`src/rtl/serial_arith_defs.sv`:
```
// Shared definitions for the bit-serial arithmetic blocks: FSM state codes and default width.
package serial_arith_defs;

  localparam logic [1:0] ST_IDLE  = 2'd0;
  localparam logic [1:0] ST_SHIFT = 2'd1;
  localparam logic [1:0] ST_DONE  = 2'd2;

  localparam int unsigned WIDTH_DEFAULT = 4;

endpackage

```
`src/rtl/full_adder.sv`:
```
// Single-bit full adder cell, shared with the ripple-carry parallel adders.
module full_adder (
  input  logic a,
  input  logic b,
  input  logic cin,
  output logic sum,
  output logic cout
);

  assign sum  = a ^ b ^ cin;
  assign cout = (a & b) | (cin & (a ^ b));

endmodule

```
`src/rtl/serial_add_sub.sv`:
```
// Bit-serial WIDTH-bit add/subtract, LSB first, one full_adder slice plus a carry flop.
// start/busy/done handshake; result, cout and overflow are held until the next completion.
module serial_add_sub
  import serial_arith_defs::*;
#(
  parameter int unsigned WIDTH = WIDTH_DEFAULT
) (
  input  logic             clk,
  input  logic             rst,
  input  logic             start,
  input  logic             sub,
  input  logic [WIDTH-1:0] a,
  input  logic [WIDTH-1:0] b,
  output logic             busy,
  output logic             done,
  output logic [WIDTH-1:0] result,
  output logic             cout,
  output logic             overflow
);

  localparam int unsigned CntW = $clog2(WIDTH);
  localparam logic [CntW-1:0] LastCnt = CntW'(WIDTH - 1);

  logic [1:0]       state_q, state_d;
  logic [WIDTH-1:0] opa_q, opa_d;
  logic [WIDTH-1:0] opb_q, opb_d;
  logic [WIDTH-1:0] sr_q, sr_d;
  logic [WIDTH-1:0] result_q, result_d;
  logic [CntW-1:0]  count_q, count_d;
  logic             carry_q, carry_d;
  logic             cout_q, cout_d;
  logic             ovf_q, ovf_d;
  logic             fa_sum, fa_cout;

  full_adder u_fa (
    .a    (opa_q[0]),
    .b    (opb_q[0]),
    .cin  (carry_q),
    .sum  (fa_sum),
    .cout (fa_cout)
  );

  always_comb begin
    state_d  = state_q;
    opa_d    = opa_q;
    opb_d    = opb_q;
    sr_d     = sr_q;
    result_d = result_q;
    count_d  = count_q;
    carry_d  = carry_q;
    cout_d   = cout_q;
    ovf_d    = ovf_q;
    case (state_q)
      ST_IDLE, ST_DONE: begin
        if (start) begin
          // Subtract as a + ~b + 1: the +1 enters through the initial carry.
          opa_d   = a;
          opb_d   = sub ? ~b : b;
          carry_d = sub;
          count_d = '0;
          state_d = ST_SHIFT;
        end else begin
          state_d = ST_IDLE;
        end
      end
      ST_SHIFT: begin
        sr_d    = {fa_sum, sr_q[WIDTH-1:1]};
        opa_d   = opa_q >> 1;
        opb_d   = opb_q >> 1;
        carry_d = fa_cout;
        if (count_q == LastCnt) begin
          result_d = {fa_sum, sr_q[WIDTH-1:1]};
          cout_d   = fa_cout;
          // Signed overflow: carry into the sign bit differs from carry out of it.
          ovf_d    = carry_q ^ fa_cout;
          state_d  = ST_DONE;
        end else begin
          count_d = count_q + CntW'(1);
        end
      end
      default: state_d = ST_IDLE;
    endcase
  end

  always_ff @(posedge clk) begin
    if (rst) begin
      state_q  <= ST_IDLE;
      opa_q    <= '0;
      opb_q    <= '0;
      sr_q     <= '0;
      result_q <= '0;
      count_q  <= '0;
      carry_q  <= 1'b0;
      cout_q   <= 1'b0;
      ovf_q    <= 1'b0;
    end else begin
      state_q  <= state_d;
      opa_q    <= opa_d;
      opb_q    <= opb_d;
      sr_q     <= sr_d;
      result_q <= result_d;
      count_q  <= count_d;
      carry_q  <= carry_d;
      cout_q   <= cout_d;
      ovf_q    <= ovf_d;
    end
  end

  assign busy     = (state_q == ST_SHIFT);
  assign done     = (state_q == ST_DONE);
  assign result   = result_q;
  assign cout     = cout_q;
  assign overflow = ovf_q;

endmodule

```
`config.mk`:
```
export PLATFORM = sky130hd
export DESIGN_NAME = serial_add_sub
export DESIGN_NICKNAME = d
export VERILOG_FILES = /design/src/rtl/serial_arith_defs.sv /design/src/rtl/full_adder.sv /design/src/rtl/serial_add_sub.sv
export SDC_FILE = /design/constraint.sdc
export NUM_CORES = 1
export LEC_CHECK = 0
export BUFFER_PORTS_ARGS = -buffer_cell sky130_fd_sc_hd__buf_2
export CAP_MARGIN = 20
export CORE_MARGIN = 2
export CORE_UTILIZATION = 51
export CTS_CLUSTER_DIAMETER = 100
export DETAILED_ROUTE_END_ITERATION = 10
export PLACE_DENSITY_LB_ADDON = 0.1
export SETUP_SLACK_MARGIN = 0.4
export SLEW_MARGIN = 10
export SYNTH_ARGS = -nofsm -noshare
export SYNTH_HDL_FRONTEND = slang
export SYNTH_SLANG_ARGS = --single-unit
```
`constraint.sdc`:
```
create_clock -name clk -period 1.8 [get_ports clk]
set_clock_uncertainty 0.2 [all_clocks]
set_input_delay 0.09 -clock clk [delete_from_list [all_inputs] [get_ports clk]]
set_output_delay 0.09 -clock clk [all_outputs]
set_load 0.1 [all_outputs]
```
# == Yosys cells after proc, flatten, opt, wreduce, memory -nomap -nowiden ==
# Cells that the tools add are included.
# classes
n_addsub,1
n_eq_ne,6
n_mux,13
bitwise_logic,7
n_reduce_logical,6
# op_table
op,count
$pmux W4 S2,2
$mux W4,3
$pmux W2 S2,2
$mux W2,3
$eq A2 B2 Y1 const B,2
$ne A2 B2 Y1 const B,2
$not A4 Y4,1
$reduce_and A2 Y1,2
$reduce_and A3 Y1,1
$xor A1 B1 Y1,3
$add A2 B1 Y2 const B,1
$and A1 B1 Y1,2
$eq A2 B1 Y1 const B,1
$logic_not A2 Y1,1
$mux W1,2
$ne A2 B1 Y1 const B,1
$pmux W1 S2,1
$reduce_bool A2 Y1,1
$reduce_or A2 Y1,1
$or A1 B1 Y1,1
# word_totals
register_bits,23

# == Depth between registers and ports, before layout ==
# Gate-level depths: netlist of the first run.
# depth
depth_word,4
mapped_depth,6
mapped_depth_nobuf,4

# == By module ==
# A second synthesis of the first run with hierarchy kept.
# unflattened
cells_unflattened,107
hier_area_um2,934.6
# by_module_without_submodules
mod,n_inst,cells_each,area_each_um2,seq_area_each_um2
serial_add_sub,1,106,914.6,440.4
full_adder,1,1,20.0,0.0

# == Worst setup path after synthesis of the first run ==
# OpenSTA, ideal clock, no wires.
# synth_timing
path_type,reg2reg
from,register cout (netlist name)
to,register cout_q (netlist: cout)
arrival_time_ns,1.172
required_ns,1.530
setup_slack_ns,0.358
stages_incl_launch_ff,3
n_path_buf,0
path_cell_list,dfxtp_1 nand2_1 a21oi_1
# synth_lines
item,line_no,text
end signal: assignment,serial_add_sub.sv:104,cout_q <= cout_d;
end: declaration,serial_add_sub.sv:31,"logic cout_q, cout_d;"

# == Final worst setup path of the first run ==
# layout_timing
from,register carry_q
to,register sr_q[3]
# layout_between
elab_chain_len,1
# layout_rtl
item,line_no,text
start: declaration,serial_add_sub.sv:30,"logic carry_q, carry_d;"
start signal: assignment,serial_add_sub.sv:103,carry_q <= carry_d;
$xor A1 B1 Y1,full_adder.sv:10,assign sum = a ^ b ^ cin;
net fa_sum,serial_add_sub.sv:33,"logic fa_sum, fa_cout;"
end signal: assignment,serial_add_sub.sv:100,sr_q <= sr_d;
end: declaration,serial_add_sub.sv:27,"logic [WIDTH-1:0] sr_q, sr_d;"
# The timed path passes the listed nets, and every way through them passes these cells.
# A chain may end at the register's enable or synchronous reset.

==> flow_metrics.env, run 1 <==
export IMPL_status="completed"
export IMPL_fp_dieH_um=46.8
export IMPL_slew_violations=0
export IMPL_power_density_nw_per_um2=741
export IMPL_clock_latency_ns=0.30
export IMPL_syn_area_um2=935
export IMPL_clock_sinks=22
export IMPL_layout_common_cells="a21oi_1 (18), buf_2 (15), nand3_1 (14), nand2_1 (13), dfxtp_2 (11)"
export IMPL_cts_made_buffers=3
export IMPL_yosys_cell_types_count=20
export IMPL_cp_required_ns=1.84
export IMPL_maxCapViolations=0
export IMPL_grt_overflow_total=0
export IMPL_viasPerCell=5.37
export IMPL_irDropWorstVdd_uv=632
export IMPL_ys_warn_count=0
export IMPL_dieArea_um2=2190
export IMPL_seq_area_frac_synth_pct=47.1
export IMPL_crit_fanout=3
export IMPL_dr_pass1_iters=4
export IMPL_die_w_um=46.8
export IMPL_htree_levels=1
export IMPL_timing_hold_ws_ns=0.0688
export IMPL_gp_routability_congestion=0.720
export IMPL_timing_setup_critical_path_class="flop to flop"
export IMPL_synth_top_area_cell="dfxtp_1"
export IMPL_fin_util_pct=75.5
export IMPL_wl_per_cell_um=12.7
export IMPL_drc=0
export IMPL_finalNetCount=154
export IMPL_syn_area_per_cell_um2=8.74
export IMPL_synthTopCellsByArea="dfxtp_1 (47%), a21oi_1 (11%), nand3_1 (8.0%)"
export IMPL_grt_pass1_vias=827
export IMPL_drtIter0Drc=23
export IMPL_clkTransAtPathRegs_ns=0.12
export IMPL_drive_above_1_share_pct=38.1
export IMPL_layout_min_cycle_time_ns=1.42
export IMPL_synth_top_area_share_pct=47.1
export IMPL_syn_num_nets=121
export IMPL_ctsLongestPathBuffers=2
export IMPL_routed_wl_mm=2.08
export IMPL_io_pins=20
export IMPL_synthCells=107
export IMPL_num_vias=880
export IMPL_layout_commonest_cell="a21oi_1"
export IMPL_finalCritPeriodShare_pct=78.9
export IMPL_grt_first_pass_wirelength_mm=3.49
export IMPL_worstMarginPinSlew_ns=0.484
export IMPL_setup_viol=0
export IMPL_grt_max_degree=23
export IMPL_fmax_ghz=0.704
export IMPL_coreArea_um2=1730
export IMPL_port_buffers=19
export IMPL_relSlewSlack_pct=67.9
export IMPL_rsz0062_at_grt="yes"
export IMPL_area_growth_pct=39.5
export IMPL_post_dp_hpwl_mm=1.22
export IMPL_power_leakage_nw=0.514
export IMPL_clockRootBuffer="clkbuf_4"
export IMPL_synth_seq_cells=22
export IMPL_cp_start_kind="flop"
export IMPL_cts_tree="built"
export IMPL_start_util_pct=54.1
export IMPL_rows=15
export IMPL_grt_use_total_pct=22.7
export IMPL_antenna_cells=0
export IMPL_crit_path_end_kind="flop"
export IMPL_arrival_ns=1.46
export IMPL_final_hold_violation_count=0
export IMPL_worst_hold_path_type="input pin to flop"
export IMPL_final_antenna_net_count=0
export IMPL_antenna_found_initial=0
export IMPL_setup_tns_ns=0
==> per-layer routing <==
metal	global-route usage, %	vias to the layer above	wire [um]
met5	0	-	0
met4	9.44	0	26
met3	4.62	4	55
met2	40.5	17	1100
met1	26.3	416	897
li1	-	443	-
==> worst max-delay path: stages (launching register included) <==
cell and delay [ns]:
dfxtp_2 0.36, fa_2 0.60, nand2_2 0.06, a21oi_2 0.13
==> report_power, final <==
part / switching (W) / internal (W) / total (W)
clock: 0.000145 / 0.000123 / 0.000268
sequential: 0.0000177 / 0.000509 / 0.000527
combinational: 0.0000935 / 0.0000767 / 0.000170
total: 0.000256 / 0.000709 / 0.000965
==> repair_timing <==
| action | in CTS | in global routing |
|---|---|---|
| cloned | 0 | 0 |
| pin swaps | 2 | 9 |
| setup buffers | 3 | 4 |
| endpoints found under the setup margin | 13 | 16 |
| hold buffers | 10 | 0 |
| gates resized for setup | 14 | 13 |
| endpoints found under the hold margin | 21 | 0 |
==> sequential cells by signal (all words and copies together), names as in the netlist <==
name and count:
result 4, opb_q 4, carry_q 1, opa_q 4, sr_q 3, overflow 1
cout 1, state_q 2, count_q 2
==> layout make-up <==
cell class | instances | area (um2)
repair buffers | 37 | 289
clock buffers | 4 | 36.3
multi-input cells | 75 | 480
inverters | 1 | 8.76
fillers | 134 | 423
flip-flops and latches | 22 | 458
well taps | 25 | 31.3
==> stage by stage <==
step	instance area [um2]	std cells	setup slack (ns)	power (W)
finish	1300	164	0.380	0.000965
global route	1300	164	0.360	0.00101
CTS	1230	160	0.400	0.000960
detailed placement	1020	143	0.226	0.000658
global placement	1020	143	0.270	0.000653
floorplan	945	107	0.409	0.000633
==> synth_stat cells <==
| library cell | count |
|---|---|
| clkbuf_2 | 1 |
| and2b_1 | 2 |
| xor2_1 | 5 |
| or3_1 | 1 |
| o211ai_1 | 2 |
| nand3b_1 | 2 |
| nand2b_1 | 2 |
| a21oi_1 | 20 |
| clkinv_2 | 1 |
| buf_2 | 3 |
| nor2_1 | 2 |
| a22oi_1 | 7 |
| fa_1 | 1 |
| nand2_1 | 14 |
| ha_1 | 1 |
| dfxtp_1 | 22 |
| nand3_1 | 15 |
| buf_6 | 2 |
| clkbuf_1 | 3 |
| o21a_1 | 1 |
==> final timing paths <==
path         startpoint        end  slack, ns  depth (start not counted)
min               start   opa_q[0]       0.07                          4
max             carry_q    sr_q[3]       0.38                          3
max reg2reg     carry_q    sr_q[3]       0.38                          3
min reg2reg   result[0]  result[0]       0.26                          2
==> cell families after synthesis <==
kind of cell             after synthesis  share of synthesized area, %
AO/OA/AOI/OAI                         30                          18.7
XOR/XNOR                               5                          4.69
adder cells (fa/ha/maj)                2                          3.48
buffers and inverters                 10                          6.29
flip-flops                            22                          47.1
AND/OR/NAND/NOR                       38                          19.7
Power figures use the tool's default switching activity.
==> run 2: changes to the inputs <==
- clock period: 1.8 -> 1.4 ns (I/O delays scaled with it)
==> run 2 against run 1 <==
Compared with the run above:
- the flow now finishes with violations (hold timing, setup timing)
- global-route usage rose by 0.69 points
- critical endpoint is now overflow
- hold slack got worse by 0.13 ns
- clock power up 81%
- largest cell class unchanged
- combinational power rose by 73%
- critical path depth rose by 1
- maximum frequency decreased by 4.0%
- sequential share of layout area decreased by 6.0 points
==> flow_metrics.env, run 2 (synthesized netlist as in run 1, its figures left out) <==
export IMPL_arrival_ns=1.52
export IMPL_numPlacedInstances=144
export IMPL_dieArea_um2=2190
export IMPL_area_growth_pct=68.1
export IMPL_grt_first_pass_wirelength_mm=3.59
export IMPL_timing_setup_critical_path_class="flop to flop"
export IMPL_status="finished with violations"
export IMPL_dr_pass1_iters=4
export IMPL_finalCritPeriodShare_pct=106
export IMPL_maxCapViolations=0
export IMPL_cp_required_ns=1.44
export IMPL_stdcell_area_um2=1570
export IMPL_grt_pass1_vias=841
export IMPL_num_vias=946
export IMPL_power_density_nw_per_um2=931
export IMPL_fp_dieH_um=46.8
export IMPL_layout_min_cycle_time_ns=1.48
export IMPL_antenna_cells=0
export IMPL_viasPerCell=5.63
export IMPL_fin_cells=168
export IMPL_gp_routability_congestion=0.693
export IMPL_power_leakage_nw=0.596
export IMPL_grt_use_total_pct=23.4
export IMPL_io_pins=20
export IMPL_fmax_ghz=0.676
export IMPL_grt_overflow_total=0
export IMPL_violations="hold timing, setup timing"
export IMPL_layout_common_cells="a21oi_1 (18), nand2_1 (11), dfxtp_2 (11), buf_2 (11)"
export IMPL_htree_levels=1
export IMPL_timing_hold_ws_ns=-0.0656
export IMPL_routed_wl_mm=2.77
export IMPL_setup_viol=2
export IMPL_drtIter0Drc=24
export IMPL_fillers=76
export IMPL_clockRootBuffer="clkbuf_4"
export IMPL_crit_path_end_kind="flop"
export IMPL_rows=15
export IMPL_rsz0062_at_grt="yes"
export IMPL_antenna_found_initial=0
export IMPL_cts_hold_buf=5
export IMPL_relSlewSlack_pct=70.7
export IMPL_drc=0
export IMPL_port_buffers=19
export IMPL_slew_violations=0
export IMPL_start_util_pct=54.1
export IMPL_wl_per_cell_um=16.5
export IMPL_ctsLongestPathBuffers=2
export IMPL_layout_commonest_cell="a21oi_1"
export IMPL_worst_hold_path_type="input pin to flop"
export IMPL_cts_tree="built"
export IMPL_post_dp_hpwl_mm=1.21
export IMPL_finalNetCount=158
export IMPL_cts_made_buffers=3
export IMPL_fin_util_pct=91.0
export IMPL_die_w_um=46.8
export IMPL_final_antenna_net_count=0
export IMPL_coreArea_um2=1730
export IMPL_worstMarginPinSlew_ns=0.439
export IMPL_clock_latency_ns=0.30
export IMPL_crit_fanout=3
export IMPL_irDropWorstVdd_uv=815
export IMPL_placed_area_um2=1140
export IMPL_clkTransAtPathRegs_ns=0.13
export IMPL_clock_sinks=22
export IMPL_drive_above_1_share_pct=51.7
export IMPL_setup_slack_ns=-0.0791
export IMPL_final_hold_violation_count=10
export IMPL_grt_max_degree=23
export IMPL_cp_start_kind="flop"
run 2: changes by cell type in the layout (fill, tap and decap cells not counted), moves of 3 or more:
| cell | delta |
|---|---|
| buf_12 | +7 |
| a22oi_1 | -5 |
| a22oi_2 | +5 |
| dlygate4sd3_1 | -5 |
| buf_2 | -4 |
| nand3_1 | -4 |
| nand3_2 | +4 |
| buf_6 | +3 |
| buf_8 | +3 |
run 2: worst max-delay path: stages, from the launching register on:
cell and delay (ns):
dfxtp_2 0.36, fa_2 0.41, xor2_1 0.18, nand3_1 0.12
a21oi_2 0.13
run 2: routing by layer:
metal  routed length, um  global-route usage, %  vias to the layer above
li1                    -                      -                      449
met1                1190                   28.4                      465
met2                1460                   41.1                       26
met3                  69                   3.85                        6
met4                  44                   9.44                        0
met5                   0                      0                        -
run 2: timing repair:
| item | CTS | global route |
|---|---|---|
| pin swaps | 22 | 8 |
| gates cloned | 1 | 2 |
| endpoints found under the hold margin | 22 | 8 |
| endpoints found under the setup margin | 30 | 30 |
| resized for setup | 40 | 9 |
| buffers inserted | 8 | 4 |
run 2: final timing paths:
check	from	to	slack [ns]	cells past startpoint
max	opb_q[0]	overflow	-0.08	4
min	b[2]	opb_q[2]	-0.07	4
max reg2reg	opb_q[0]	overflow	-0.08	4
min reg2reg	sr_q[1]	sr_q[1]	0.28	2
run 2: area by class of cell:
type                       count  area (um2)  area share (%)
sequential                    22         458            29.1
timing repair buffer          40         465            29.6
multi-input combinational     76         548            34.9
clock buffer                   3        22.5            1.43
clock inverter                 1        30.0            1.91
inverter                       1        16.3            1.04
tap                           25        31.3            1.99
run 2: report_power, final:
group	internal, W	switching, W	leakage [nW]
registers	0.000655	0.0000279	0.185
clock network	0.000289	0.000197	0.0279
logic	0.000145	0.000148	0.383
total	0.00109	0.000373	0.596
run 2: per-stage QoR:
| stage | total power [W] | setup TNS (ns) | worst slack, ns |
|---|---|---|---|
| after floorplan | 0.000860 | 0 | 0.0968 |
| final | 0.00146 | -0.0842 | -0.0791 |
| after global placement | 0.000875 | 0 | 0.0739 |
| after detailed placement | 0.000880 | 0 | 0.0449 |
| after CTS | 0.00141 | 0 | 0.0126 |
| after global routing | 0.00151 | -0.247 | -0.125 |
